==> src/rtl/fetch_pc_if.sv <==
// rtl/fetch_pc_if.sv - instruction-memory request/ready handshake between fetch_pc and imem
interface fetch_pc_if;
  logic        imem_req;
  logic [31:0] imem_addr;
  logic        imem_ready;
  logic [31:0] imem_rdata;

  modport master (output imem_req, imem_addr, input imem_ready, imem_rdata);
  modport slave  (input imem_req, imem_addr, output imem_ready, imem_rdata);
endinterface

==> src/rtl/fetch_pc.sv <==
// rtl/fetch_pc.sv - program counter and fetch FSM with redirect and misaligned-target trap
module fetch_pc #(
  parameter logic [31:0] RESET_PC = 32'h0000_0000,
  parameter logic [31:0] TRAP_PC  = 32'h0000_0100
) (
  input  logic         clk,
  input  logic         reset,
  input  logic [31:0]  add4Out,
  input  logic         redirect_valid,
  input  logic [31:0]  redirect_pc,
  input  logic         stall,
  fetch_pc_if.master   imem,
  output logic [31:0]  pcOut,
  output logic [31:0]  instr_out,
  output logic         fetch_valid,
  output logic [31:0]  instr_pc,
  output logic         misalign_err
);

  typedef enum logic {SETTLE, REQ} state_t;

  state_t      state_q, state_d;
  logic [31:0] pc_q, pc_d;
  logic [31:0] instr_q, instr_d;
  logic [31:0] ipc_q, ipc_d;
  logic        req_q, req_d;
  logic        fv_q, fv_d;
  logic        mis_q, mis_d;
  logic        pend_valid_q, pend_valid_d;
  logic [31:0] pend_pc_q, pend_pc_d;

  logic        redir_apply;
  logic [31:0] redir_tgt;

  always_ff @(posedge clk or posedge reset) begin
    if (reset) begin
      state_q      <= SETTLE;
      pc_q         <= RESET_PC;
      instr_q      <= '0;
      ipc_q        <= '0;
      req_q        <= 1'b0;
      fv_q         <= 1'b0;
      mis_q        <= 1'b0;
      pend_valid_q <= 1'b0;
      pend_pc_q    <= '0;
    end else begin
      state_q      <= state_d;
      pc_q         <= pc_d;
      instr_q      <= instr_d;
      ipc_q        <= ipc_d;
      req_q        <= req_d;
      fv_q         <= fv_d;
      mis_q        <= mis_d;
      pend_valid_q <= pend_valid_d;
      pend_pc_q    <= pend_pc_d;
    end
  end

  always_comb begin
    state_d      = state_q;
    pc_d         = pc_q;
    instr_d      = instr_q;
    ipc_d        = ipc_q;
    req_d        = req_q;
    fv_d         = 1'b0;
    mis_d        = 1'b0;
    pend_valid_d = pend_valid_q;
    pend_pc_d    = pend_pc_q;
    redir_apply  = 1'b0;
    redir_tgt    = redirect_pc;

    case (state_q)
      SETTLE: begin
        if (redirect_valid) begin
          redir_apply = 1'b1;
        end else if (!stall) begin
          state_d = REQ;
          req_d   = 1'b1;
        end
      end
      REQ: begin
        if (imem.imem_ready) begin
          // A same-cycle redirect beats the pending one; either way the fetched word is dropped
          if (redirect_valid) begin
            redir_apply = 1'b1;
          end else if (pend_valid_q) begin
            redir_apply = 1'b1;
            redir_tgt   = pend_pc_q;
          end else begin
            instr_d = imem.imem_rdata;
            ipc_d   = pc_q;
            fv_d    = 1'b1;
            pc_d    = add4Out;
          end
          pend_valid_d = 1'b0;
          req_d        = 1'b0;
          state_d      = SETTLE;
        end else if (redirect_valid) begin
          pend_valid_d = 1'b1;
          pend_pc_d    = redirect_pc;
        end
      end
      default: state_d = SETTLE;
    endcase

    if (redir_apply) begin
      if (redir_tgt[1:0] == 2'b00) begin
        pc_d = redir_tgt;
      end else begin
        pc_d  = TRAP_PC;
        mis_d = 1'b1;
      end
    end
  end

  assign pcOut          = pc_q;
  assign imem.imem_req  = req_q;
  assign imem.imem_addr = pc_q;
  assign instr_out      = instr_q;
  assign instr_pc       = ipc_q;
  assign fetch_valid    = fv_q;
  assign misalign_err   = mis_q;

endmodule

==> src/flat_wrapper.sv <==
// flat-port wrapper written by rule: the top's interface ports become plain ports
module fetch_pc_flat 
#(
  parameter logic [31:0] RESET_PC = 32'h0000_0000,
  parameter logic [31:0] TRAP_PC  = 32'h0000_0100
)
  (clk, reset, add4Out, redirect_valid, redirect_pc, stall, pcOut, instr_out, fetch_valid, instr_pc, misalign_err, imem_imem_req, imem_imem_addr, imem_imem_ready, imem_imem_rdata);
  fetch_pc_if imem_i ();
  input  logic clk;
  input  logic reset;
  input  logic [31:0] add4Out;
  input  logic redirect_valid;
  input  logic [31:0] redirect_pc;
  input  logic stall;
  output logic [31:0] pcOut;
  output logic [31:0] instr_out;
  output logic fetch_valid;
  output logic [31:0] instr_pc;
  output logic misalign_err;
  output wire logic [$bits(imem_i.imem_req)-1:0] imem_imem_req;
  output wire logic [$bits(imem_i.imem_addr)-1:0] imem_imem_addr;
  input wire logic [$bits(imem_i.imem_ready)-1:0] imem_imem_ready;
  input wire logic [$bits(imem_i.imem_rdata)-1:0] imem_imem_rdata;
  assign imem_imem_req = imem_i.imem_req;
  assign imem_imem_addr = imem_i.imem_addr;
  assign imem_i.imem_ready = imem_imem_ready;
  assign imem_i.imem_rdata = imem_imem_rdata;
  fetch_pc #(.RESET_PC(RESET_PC), .TRAP_PC(TRAP_PC)) u_core (.clk(clk), .reset(reset), .add4Out(add4Out), .redirect_valid(redirect_valid), .redirect_pc(redirect_pc), .stall(stall), .imem(imem_i), .pcOut(pcOut), .instr_out(instr_out), .fetch_valid(fetch_valid), .instr_pc(instr_pc), .misalign_err(misalign_err));
endmodule
==> config.mk <==
export PLATFORM = sky130hd
export DESIGN_NAME = fetch_pc_flat
export DESIGN_NICKNAME = d
export VERILOG_FILES = /design/src/rtl/fetch_pc_if.sv /design/src/rtl/fetch_pc.sv /design/src/flat_wrapper.sv
export SDC_FILE = /design/constraint.sdc
export NUM_CORES = 1
export LEC_CHECK = 0
export ABC_AREA = 1
export ABC_CLOCK_PERIOD_IN_PS = 10700
export BUFFER_PORTS_ARGS = -buffer_cell sky130_fd_sc_hd__buf_2
export CORE_MARGIN = 3
export CORE_UTILIZATION = 45
export CTS_BUF_LIST = sky130_fd_sc_hd__clkbuf_16
export DETAILED_ROUTE_END_ITERATION = 16
export PLACE_DENSITY = 0.75
export REMOVE_ABC_BUFFERS = 1
export SETUP_SLACK_MARGIN = 0.4
export SLEW_MARGIN = 40
export SYNTH_ARGS = -nofsm -noshare
export SYNTH_HDL_FRONTEND = slang
export SYNTH_SLANG_ARGS = --single-unit
==> constraint.sdc <==
create_clock -name clk -period 10.7 [get_ports clk]
set_clock_uncertainty 0.05 [all_clocks]
set_input_delay 1.605 -clock clk [delete_from_list [all_inputs] [get_ports clk]]
set_output_delay 1.605 -clock clk [all_outputs]
set_load 0.02 [all_outputs]
**After elaboration in Yosys (flattened, before gate mapping)**

Cells that the tools add are included.

- Memories kept: 0
- Flip-flop bits (word level): 133
- Output and inout port bits: 131
- Bits in writable memories: 0
- ROM bits: 0
- Input bits: 101
- Word-level logic and storage cells: 58
- Latch bits: 0

- Bitwise logic cells: 4
- Muxes and demuxes: 31
- Reductions and logical operators: 9
- Divide/modulo/power cells: 0
- Order comparisons: 0
- Shift operators: 0
- Equality and inequality tests: 5
- Add/sub/neg operators: 0
- Multiply operators: 0

Operators by type and width:

| operator | number |
|---|---|
| $mux W32 | 10 |
| $mux W1 | 18 |
| $ne A2 B2 Y1 const B | 4 |
| $reduce_and A4 Y1 | 2 |
| $pmux W1 S2 | 3 |
| $reduce_and A3 Y1 | 2 |
| $reduce_bool A2 Y1 | 3 |
| $not A1 Y1 | 4 |
| $logic_not A2 Y1 | 1 |
| $ne A2 B1 Y1 const B | 1 |
| $reduce_and A2 Y1 | 1 |

**Longest topological paths before layout**

Gate-level depths: netlist of run 1.

- Word-level depth: 7
- Gate-level depth with buffers: 8
- Gate-level depth less buffers: 8

**Worst setup path before layout of run 1**

Ideal clock, no wire load.

- Kind: input to register
- Start point: in redirect_valid
- End point: reg u_core.instr_q[0] (netlist: u_core.instr_out[0])
- Arrival time: 2470 ps
- Slack: 8063 ps
- Required time: 10533 ps
- Stages on the path: 8
- Setup time: 117 ps
- Cells stage by stage: nor2_2 inv_2 nor2_4 inv_2 buf_2 buf_2 nand2_1 nand2_1

- Longest elaborated chain between the ends: 2

Ends and longest elaborated chain:

| what | RTL line | RTL |
|---|---|---|
| start: declaration | flat_wrapper.sv:12 | `input logic redirect_valid;` |
| $not A1 Y1 (no source line) | - |  |
| $reduce_and A4 Y1 (no source line) | - |  |
| end signal: assignment | fetch_pc.sv:49 | `instr_q <= instr_d;` |
| end: declaration | fetch_pc.sv:24 | `logic [31:0] instr_q, instr_d;` |

No other way between the ends.
A chain may end at the register's enable or synchronous reset.

**Worst setup path in the final report of run 1**

- Start point: in imem_imem_ready
- End point: reg u_core.pc_q[17] (netlist: u_core.imem.imem_addr[17])

- Longest elaborated chain between the ends: 5

Ends and longest elaborated chain:

| what | RTL line | RTL |
|---|---|---|
| start: declaration | flat_wrapper.sv:22 | `input wire logic [$bits(imem_i.imem_ready)-1:0] imem_imem_ready;` |
| parallel branches: the longest is 5 deep, another holds $reduce_and A4 Y1 | - |  |
| end signal: assignment | fetch_pc.sv:48 | `pc_q <= pc_d;` |
| end: declaration | fetch_pc.sv:23 | `logic [31:0] pc_q, pc_d;` |

Several ways; the timed one is not identified.

==> results of run 1 <==
## power groups by stage
stage	Combinational (W)	Sequential [W]	Clock, W
final	0.000586	0.000753	0.000479
after global routing	0.000644	0.000776	0.000515
after CTS	0.000594	0.000753	0.000490
after detailed placement	0.000593	0.000760	0
after global placement	0.000583	0.000755	0
after floorplan	0.000178	0.000935	0
## worst max path at each step
stage | endpoint | cells after the start | slack, ns
final | u_core.imem.imem_addr[17]$_DFFE_PP0P_ | 8 | 7.18
after CTS | u_core.instr_pc[0]$_DFFE_PP0P_ | 8 | 6.94
after detailed placement | u_core.instr_pc[0]$_DFFE_PP0P_ | 8 | 6.50
after global routing | u_core.imem.imem_addr[17]$_DFFE_PP0P_ | 8 | 6.90
after global placement | u_core.imem.imem_addr[17]$_DFFE_PP0P_ | 8 | 5.64
after floorplan | u_core.fetch_valid$_DFF_PP0_ | 1 | 5.49
## cell type report
class	instances	area share [%]
repair buffers	237	16.2
flip-flops and latches	133	44.7
clock buffers	17	5.72
multi-input cells	459	28.9
well taps	172	2.89
inverters	13	0.757
clock inverters	13	0.740
## cell usage after synthesis, types with 3 or more instances
cell / instances
nand3_1: 62
nor2_1: 34
o21ai_0: 6
nand2_1: 262
o21ai_1: 3
buf_2: 22
clkbuf_1: 16
inv_1: 10
dfrtp_1: 133
a21oi_1: 58
buf_4: 34
mux2_2: 31
inv_2: 3
## cells in the final DEF (no fill, tap or decap)
cell type and n:
a21oi_1 58, buf_2 231, buf_4 5, buf_8 1, clkbuf_16 17, clkinv_1 4
clkinv_2 5, dfrtp_1 133, inv_1 12, inv_2 3, inv_4 1, inv_6 1
mux2_2 31, nand2_1 260, nand2_2 2, nand3_1 62, nor2_1 32, nor2_2 1
nor2_4 3, o21ai_0 6, o21ai_1 3, or2_1 1
## worst max-delay path, cell delays in order
cell and delay, ns:
buf_2 0.09, nand2_1 0.13, inv_2 0.47, nand2_2 0.53, nand2_1 0.22, nand2_2 0.39, nand3_1 0.22, a21oi_1 0.08
## flip-flops by register name, indices dropped and copies added (netlist names)
signal	flops
u_core.state_q	1
u_core.imem.imem_addr	32
u_core.misalign_err	1
u_core.pend_valid_q	1
u_core.instr_pc	32
u_core.instr_out	32
u_core.fetch_valid	1
u_core.imem.imem_req	1
u_core.pend_pc_q	32
## per-stage QoR
stage | setup WS (ns) | instance area, sq um
after floorplan | 5.49 | 5510
after global placement | 5.64 | 6940
after detailed placement | 6.50 | 6940
after CTS | 6.94 | 7420
after global routing | 6.90 | 7440
final | 7.18 | 7440
## logic make-up (layout without fill, tap and decap cells)
group / Yosys count / after routing / synth area share [%]
AOI/OAI and AO/OA: 67 / 67 / 5.65
and+or+nand+nor: 361 / 361 / 24.4
buffers and inverters: 85 / 280 / 7.99
DFF: 133 / 133 / 56.1
muxes: 31 / 31 / 5.88
## layer usage
metal  wire (um)  GRT usage [%]  part of all wire (%)  vias to the layer above
met4         193           7.44                   1.3                        0
met5           0              0                     0                        -
li1            -              -                     -                     2515
met3        1310           6.78                   8.7                       17
met2        7170           34.6                    47                      211
met1        6490           26.0                    43                     2372
==> summary.md, run 1 <==
| Metric | Value |
|---|---|
| Status | `finished clean` |
| WP data required | `approximately 11 ns` |
| Antenna Cells | `0` |
| Row count | `41` |
| Ys flop type | `dfrtp_1` |
| Period utilization | `32.9%` |
| Logic gate share of total power | `32.3%` |
| Area growth from synthesis to layout | `25.4%` |
| Area of the multi-input gates | `2150 sq um` |
| Chip width | `between 100 and 150 um` |
| Final setup fails | `0` |
| Worst skew pair latency | `0.40 ns` |
| Clock Tree Root | `clkbuf_16` |
| Placer Congestion | `0.738` |
| Postcts setup bufs | `0` |
| Storage cell area | `about 3300 sq um` |
| Tot Pwr | `0.00182 W` |
| DPL Wire Length | `9890 um` |
| R2R setup slack | `around 8.1 ns` |
| Final ANT Viol Nets | `0` |
| Worst VDD drop | `roughly 0.00013 V` |
| Hold path start | `u_core.instr_out[26]$_DFFE_PP0P_` |
| Hold WS | `0.411 ns` |
| Crit start category | `input port` |
| R2R cell count | `7` |
| Register area share after synthesis | `a little under three fifths` |
| Synth warnings | `0` |
| Number of clock sinks | `133` |
| PortBufs | `231` |
| Total GRT Usage | `21.0%` |
| Die Footprint | `14600 sq um` |
| Mean Syn Cell Area | `between 8 and 9 sq um` |
| Pin count of the biggest net entering global routing | `between 80 and 90` |
| Min-Delay Endpoint | `u_core.instr_out[26]$_DFFE_PP0P_` |
| Drc violations | `0` |
| #FFs+latches synth | `133` |
| 1st-iter DRT viols | `337` |
| Final cell count without fillers | `1044` |
| Switch Pwr | `0.000672 W` |
| Pleak | `around 4.1 nW` |
| Critical path class | `input port to register` |
| Total of max-cap violations | `0` |
| Ys async rst share | `100%` |
| Via Count | `5115` |
| Post-CTS Resized | `0` |
| Maximum root-to-sink buffer count | `2` |
| Setup TNS Final | `0 ns` |
| First-pass GRT wire length | `24100 um` |
| Synth top area cells | `dfrtp_1, nand2_1, mux2_2` |
| RSZ-0062 raised after global routing | `false` |
| Slew at the pin closest to its max-slew limit | `0.797 ns` |
| Post-layout util | `between 50 and 60%` |
| Internal | `0.00115 W` |
| CTS tree | `done` |
| Initial core utilization | `46.4%` |
| Num CTS Buffers | `17` |
| Critical Path AT | `3.76 ns` |
| Hold Path Cell Cnt | `2` |
| Library cells used by synthesis | `16` |
| Hold-fix buffer count after cts | `0` |
| Drt total wl | `15200 um` |
| Die Ht | `121 um` |
| Final #Nets | `about 960` |
| Post-synth top area share | `a little under three fifths` |
| Clock power share | `26.3%` |
| Initial antenna violation count | `0` |
| Final global-route overflow total | `0` |
| Achievable Freq | `0.284 GHz` |
| Worst Hold Class | `register to register` |
| Drt pass-1 iters | `5` |
| Layout cells sized above 1 | `between 30% and 40%` |
| FF-to-FF End | `u_core.imem.imem_addr[17]$_DFFE_PP0P_` |
| Drt wl/cell | `14.5 um` |
| Slew headroom | `46.7%` |
| Post-synth EDFFs | `0` |
| Filler cells | `1164` |
| Area leader, netlist | `dfrtp_1` |
| Launching point of the worst reg2reg path | `u_core.state_q$_DFF_PP0_` |
| Sequential Power Share | `41.4%` |
| Final Hold Fails | `0` |
| Worst setup path startpoint | `imem_imem_ready` |
| Synth Instances | `about 680` |
| Min Tclk post-route | `about 3.5 ns` |
| Switching portion of total power | `37.0%` |
| I/O pins | `about 230` |
| Clk slew on worst S/H paths | `0.05 ns` |
| CTS H-tree depth | `4` |
| Dpl cells | `between 1000 and 1500` |
| Vias in the first global route | `between 4000 and 5000` |
| Vias/cell | `4.90` |
| CP max FO | `32` |
| Critical Path End Type | `register` |
| Pwr Density | `244 nW/um^2` |
| Post-synthesis cell area | `5930 sq um` |
| Core Area | `12800 sq um` |
| Slew Viols, Final | `0` |
Note: power is estimated with default switching activity, not from simulation.
==> run 2, diff against run 1 <==
--- a/config.mk
+++ b/config.mk
@@ -5,14 +5,14 @@
 export SDC_FILE = /design/constraint.sdc
 export NUM_CORES = 1
 export LEC_CHECK = 0
-export ABC_AREA = 1
-export ABC_CLOCK_PERIOD_IN_PS = 10700
+export ABC_AREA = 0
+export ABC_CLOCK_PERIOD_IN_PS = 3200
 export BUFFER_PORTS_ARGS = -buffer_cell sky130_fd_sc_hd__buf_2
 export CORE_MARGIN = 3
 export CORE_UTILIZATION = 45
 export CTS_BUF_LIST = sky130_fd_sc_hd__clkbuf_16
 export DETAILED_ROUTE_END_ITERATION = 16
-export PLACE_DENSITY = 0.75
+export PLACE_DENSITY = 0.77
 export REMOVE_ABC_BUFFERS = 1
 export SETUP_SLACK_MARGIN = 0.4
 export SLEW_MARGIN = 40
==> constraint.sdc (replaced) <==
create_clock -name clk -period 3.2 [get_ports clk]
set_clock_uncertainty 0.05 [all_clocks]
set_input_delay 0.48 -clock clk [delete_from_list [all_inputs] [get_ports clk]]
set_output_delay 0.48 -clock clk [all_outputs]
set_load 0.02 [all_outputs]
==> summary.md, run 2 <==
| Metric | Value |
|---|---|
| Final Hold Fails | `0` |
| Total GRT Usage | `19.6%` |
| Slew at the pin closest to its max-slew limit | `0.704 ns` |
| Vias in the first global route | `4676` |
| Pin count of the biggest net entering global routing | `83` |
| Area growth from synthesis to layout | `26.3%` |
| CP Cell Sequence | `nor2b_2, or2_1, buf_4, o21ai_0` |
| Pleak | `3.99 nW` |
| Area leader, netlist | `dfrtp_1` |
| First-pass GRT wire length | `23400 um` |
| Drt pass-1 iters | `4` |
| Worst Hold Class | `input port to asynchronous set/reset pin` |
| Slew Viols, Final | `0` |
| Pwr Density | `805 nW/um^2` |
| Initial antenna violation count | `0` |
| Status | `finished clean` |
| Top post-synthesis cells by count | `dfrtp_1, mux2_2, nor3b_1` |
| Number of clock sinks | `133` |
| Final Worst Setup Slack | `1.08 ns` |
| Critical path class | `register to register` |
| Final setup fails | `0` |
| Clk slew on worst S/H paths | `approximately 0.060 ns` |
| I/O pins | `between 200 and 250` |
| Initial core utilization | `46.2%` |
| Top-count cell post-synth | `dfrtp_1` |
| Hold WS | `0.0343 ns` |
| Drt total wl | `15300 um` |
| Mean Syn Cell Area | `roughly 13 sq um` |
| Final #Nets | `758` |
| Achievable Freq | `0.471 GHz` |
| Pre-CTS setup slack | `~0.94 ns` |
| CP max FO | `19` |
| CTS tree | `done` |
| CP max stage delay | `approximately 0.62 ns` |
| 1st-iter DRT viols | `226` |
| Chip width | `approximately 120 um` |
| #FFs+latches synth | `133` |
| Clock Tree Root | `clkbuf_16` |
| Worst path slowest cell | `or2_1` |
| Total of max-cap violations | `0` |
| Die Ht | `123 um` |
| Placer Congestion | `0.724` |
| Critical Path End Type | `register` |
| Most common cell after layout, fill and taps aside | `buf_2` |
| Final global-route overflow total | `0` |
| Commonest cells after routing, fill and taps aside | `buf_2, dfrtp_1, mux2_2` |
| Vias/cell | `5.28` |
| Ys flop type | `dfrtp_1` |
| Synth top area cells | `dfrtp_1, mux2_2, nor3b_1` |
| Via Count | `4470` |
| Ys async rst share | `100%` |
| Final ANT Viol Nets | `0` |
| Critical Path AT | `around 2.4 ns` |
| Maximum root-to-sink buffer count | `2` |
| CTS H-tree depth | `4` |
| Synth warnings | `0` |
| Num CTS Buffers | `17` |
| Row count | `between 40 and 50` |
| Post-synth top area share | `54.1%` |
| Drt wl/cell | `18.0 um` |
| Post-CTS Resized | `0` |
| Min Tclk post-route | `approximately 2.1 ns` |
| Slew headroom | `between 50 and 60%` |
| Post-synth EDFFs | `0` |
| Core Area | `between 10000 and 15000 sq um` |
| Layout cells sized above 1 | `55.2%` |
| Tot Pwr | `0.00625 W` |
| Worst skew pair latency | `0.42 ns` |
| Crit start category | `register` |
| Worst VDD drop | `0.000313 V` |
| Library cells used by synthesis | `29` |
| PortBufs | `231` |
| R2R cell count | `4` |
| Post-synthesis cell area | `6150 sq um` |
| RSZ-0062 raised after global routing | `false` |
| WP data required | `between 3 and 4 ns` |
| Synth Instances | `469` |
| Period utilization | `66.3%` |
| Filler cells | `1093` |
| Setup TNS Final | `0 ns` |
| Drc violations | `0` |
| DPL Wire Length | `10500 um` |
| Postcts setup bufs | `0` |
| Die Footprint | `roughly 15000 sq um` |
| Register area share after synthesis | `between 50% and 60%` |
| Hold-fix buffer count after cts | `0` |
[run 2: cell count changes after synthesis, sizes merged, moves of 2 or more]
cell / delta
nand3: -62
a21oi: -54
nand2: -260
mux2i: +30
a22o: +2
nor3b: +58
o21ai: +19
mux2: +65
clkbuf: +2
a22oi: +29
inv: -10
buf: -6
nor2: -33
[run 2: critical path, delay by kind of cell, from the launching register on]
family / cells / cell delay, ns
DFF: 1 / 0.56
buffers and inverters: 1 / 0.31
AOI/OAI and AO/OA: 1 / 0.12
and+or+nand+nor: 2 / 0.94
[run 2: cell families after synthesis]
| group | Yosys count | share of synthesized area (%) |
|---|---|---|
| buffers and inverters | 71 | 7.31 |
| muxes | 126 | 23.0 |
| AOI/OAI and AO/OA | 68 | 7.04 |
| DFF | 133 | 54.1 |
| and+or+nand+nor | 71 | 8.57 |
[run 2: power breakdown]
part	leakage, nW	internal (W)	switching (W)
clock	0.278	0.00121	0.000721
sequential	1.68	0.00217	0.000347
combinational	2.03	0.000795	0.00100
[run 2: final cells by class]
class	count	area [sq um]	share of cell area (%)
flip-flops and latches	133	3330	42.9
multi-input cells	265	2390	30.8
repair buffers	237	1210	15.6
clock buffers	17	425	5.48
well taps	176	220	2.84
clock inverters	14	160	2.06
inverters	3	16.3	0.210
diodes	1	2.50	0.0322
[run 2: routing by layer]
| layer | track usage, % | routed length (um) | vias up |
|---|---|---|---|
| met1 | 24.2 | 6350 | 2218 |
| li1 | - | - | 2041 |
| met3 | 4.89 | 1190 | 15 |
| met4 | 7.49 | 206 | 0 |
| met2 | 33.3 | 7510 | 196 |
| met5 | 0 | 0 | - |
[run 2: stage by stage]
stage | std cells | utilization, % | area, sq um
after detailed placement | 814 | 53.9 | 7170
after CTS | 845 | 58.3 | 7760
after floorplan | 401 | - | 5710
after global placement | 814 | 53.9 | 7170
after global routing | 845 | 58.4 | 7760
final | 846 | 58.4 | 7760
[run 2: path summary, 6_finish.rpt]
path / slack (ns) / to / startpoint
max: 1.08 / u_core.imem.imem_addr[20]$_DFFE_PP0P_ / u_core.state_q$_DFF_PP0_
max reg2reg: 1.08 / u_core.imem.imem_addr[20]$_DFFE_PP0P_ / u_core.state_q$_DFF_PP0_
max in group asynchronous: 2.24 / u_core.pend_pc_q[0]$_DFFE_PP0P_ / reset
min reg2reg: 0.45 / u_core.pend_pc_q[13]$_DFFE_PP0P_ / u_core.pend_pc_q[13]$_DFFE_PP0P_
min in group clk: 0.24 / u_core.imem.imem_addr[1]$_DFFE_PP0P_ / add4Out[1]
min: 0.03 / u_core.instr_out[4]$_DFFE_PP0P_ / reset
==> run 3, diff against run 2 <==
--- a/config.mk
+++ b/config.mk
@@ -5,14 +5,14 @@
 export SDC_FILE = /design/constraint.sdc
 export NUM_CORES = 1
 export LEC_CHECK = 0
-export ABC_AREA = 0
-export ABC_CLOCK_PERIOD_IN_PS = 3200
+export ABC_AREA = 1
+export ABC_CLOCK_PERIOD_IN_PS = 2090
 export BUFFER_PORTS_ARGS = -buffer_cell sky130_fd_sc_hd__buf_2
 export CORE_MARGIN = 3
 export CORE_UTILIZATION = 45
 export CTS_BUF_LIST = sky130_fd_sc_hd__clkbuf_16
 export DETAILED_ROUTE_END_ITERATION = 16
-export PLACE_DENSITY = 0.77
+export PLACE_DENSITY = 0.75
 export REMOVE_ABC_BUFFERS = 1
 export SETUP_SLACK_MARGIN = 0.4
 export SLEW_MARGIN = 40
==> constraint.sdc (replaced) <==
create_clock -name clk -period 2.09 [get_ports clk]
set_clock_uncertainty 0.05 [all_clocks]
set_input_delay 0.3135 -clock clk [delete_from_list [all_inputs] [get_ports clk]]
set_output_delay 0.3135 -clock clk [all_outputs]
set_load 0.02 [all_outputs]
==> summary.md, run 3 (synthesis results as in run 1) <==
| Metric | Value |
|---|---|
| Slew Viols, Final | `0` |
| Drt wl/cell | `around 15 um` |
| Final cell count without fillers | `roughly 1100` |
| Area of the multi-input gates | `around 2200 sq um` |
| Num CTS Buffers | `17` |
| Crit start category | `register` |
| Die Ht | `121 um` |
| Slew headroom | `between 50% and 60%` |
| Final ANT Viol Nets | `0` |
| Initial antenna violation count | `1` |
| Vias/cell | `between 4 and 5` |
| PortBufs | `231` |
| Switch Pwr | `around 0.0035 W` |
| Drt pass-1 iters | `4` |
| Pre-CTS setup slack | `approximately 0.27 ns` |
| Pwr Density | `~1300 nW/um^2` |
| Critical Path End Type | `register` |
| Total GRT Usage | `a little over a fifth` |
| Row count | `41` |
| Status | `finished clean` |
| Min Tclk post-route | `1.56 ns` |
| Via Count | `5244` |
| Final Worst Setup Slack | `0.534 ns` |
| Total of max-cap violations | `0` |
| RSZ-0062 raised after global routing | `false` |
| Commonest cells after routing, fill and taps aside | `nand2_1, buf_2, dfrtp_1` |
| CTS H-tree depth | `4` |
| Initial core utilization | `46.4%` |
| Storage cell area | `3330 sq um` |
| Dpl cells | `1023` |
| First-pass GRT wire length | `25000 um` |
| R2R cell count | `8` |
| DPL Wire Length | `10500 um` |
| Placer Congestion | `around 0.76` |
| Logic gate share of total power | `30.4%` |
| I/O pins | `232` |
| Final Hold Fails | `0` |
| Final #Nets | `approximately 980` |
| Period utilization | `74.5%` |
| Clk slew on worst S/H paths | `0.05 ns` |
| Vias in the first global route | `4971` |
| Hold WS | `around 0.054 ns` |
| Final setup fails | `0` |
| Worst VDD drop | `around 0.00067 V` |
| CTS tree | `done` |
| Pin count of the biggest net entering global routing | `67` |
| Pleak | `4.27 nW` |
| CP max FO | `16` |
| Final global-route overflow total | `0` |
| Number of clock sinks | `133` |
| Chip width | `121 um` |
| Most common cell after layout, fill and taps aside | `nand2_1` |
| Drt total wl | `approximately 16000 um` |
| Maximum root-to-sink buffer count | `2` |
| Achievable Freq | `0.643 GHz` |
| Switching portion of total power | `35.0%` |
| Clock power share | `31.4%` |
| WP data required | `approximately 2.4 ns` |
| Drc violations | `0` |
| Die Footprint | `14600 sq um` |
| Clock Tree Root | `clkbuf_16` |
| Worst skew pair latency | `0.41 ns` |
| Critical Path AT | `1.82 ns` |
| Internal | `0.00658 W` |
| Hold Path Cell Cnt | `3` |
| Post-layout util | `about three fifths` |
| Layout cells sized above 1 | `36.7%` |
| Filler cells | `around 1100` |
| Core Area | `12800 sq um` |
| Setup TNS Final | `0 ns` |
| Area growth from synthesis to layout | `31.7%` |
| Sequential Power Share | `between 30% and 40%` |
| 1st-iter DRT viols | `356` |
| Worst Hold Class | `input port to register` |
| Slew at the pin closest to its max-slew limit | `approximately 0.69 ns` |
| Critical path class | `register to register` |
## run 3: changes by cell type in the layout (fill, tap and decap cells not counted), sizes merged, moves of 29 or more
cell   delta
nand2   +260
mux2     -65
nand3    +62
nor3b    -58
a21oi    +54
nor2     +33
mux2i    -30
a22oi    -29
## run 3: layout make-up
class	count	share of cell area, %
Clock buffer	17	5.45
Inverter	13	0.785
Sequential cell	133	42.6
Clock inverter	15	2.72
Tap cell	172	2.76
Timing Repair Buffer	251	18.0
Multi-Input combinational cell	459	27.6
Antenna cell	1	0.0320
## run 3: path summary, 6_finish.rpt
path | slack (ns) | end | start
hold reg to reg | 0.41 | u_core.instr_out[17]$_DFFE_PP0P_ | u_core.instr_out[17]$_DFFE_PP0P_
setup / recovery | 0.53 | u_core.imem.imem_addr[6]$_DFFE_PP0P_ | u_core.state_q$_DFF_PP0_
hold / removal | 0.05 | u_core.instr_out[13]$_DFFE_PP0P_ | imem_imem_rdata[13]
min in group asynchronous | 0.42 | u_core.instr_out[15]$_DFFE_PP0P_ | reset
setup reg to reg | 0.53 | u_core.imem.imem_addr[6]$_DFFE_PP0P_ | u_core.state_q$_DFF_PP0_
max in group asynchronous | 0.97 | u_core.pend_pc_q[14]$_DFFE_PP0P_ | reset
## run 3: metrics by stage
stage | power (W) | area [sq um]
finish | 0.0101 | 7810
global route | 0.0107 | 7810
CTS | 0.0102 | 7750
detailed placement | 0.00697 | 7080
global placement | 0.00689 | 7070
floorplan | 0.00570 | 5510
## run 3: routing by layer
| layer | up-vias | share of wire (%) | GRT usage (%) |
|---|---|---|---|
| met5 | - | 0 | 0 |
| met4 | 0 | 1.5 | 6.94 |
| met3 | 20 | 7.7 | 5.43 |
| met2 | 224 | 48 | 35.3 |
| met1 | 2455 | 43 | 28.7 |
| li1 | 2545 | - | - |
## run 3: repair_timing
item	4_1_cts	5_1_grt
resized for setup	3	11
buffers inserted	3	0
cloned	0	1
hold endpoints to repair	44	0
endpoints found under the setup margin	8	33
hold buffers	1	0
pin swaps	1	1
## run 3: power by group through the flow
stage / registers [W] / logic, W / clock network, W
floorplan: 0.00479 / 0.000913 / 0
global placement: 0.00387 / 0.00302 / 0
detailed placement: 0.00389 / 0.00308 / 0
CTS: 0.00386 / 0.00310 / 0.00326
global route: 0.00396 / 0.00338 / 0.00337
finish: 0.00386 / 0.00308 / 0.00318
## run 3: critical path, cell delays in order (launching register included)
cell	delay (ns)
dfrtp_1	0.39
nand2_2	0.12
inv_4	0.10
buf_8	0.15
nand3_1	0.10
nand2_2	0.14
buf_12	0.17
nand3_1	0.07
a21oi_1	0.18
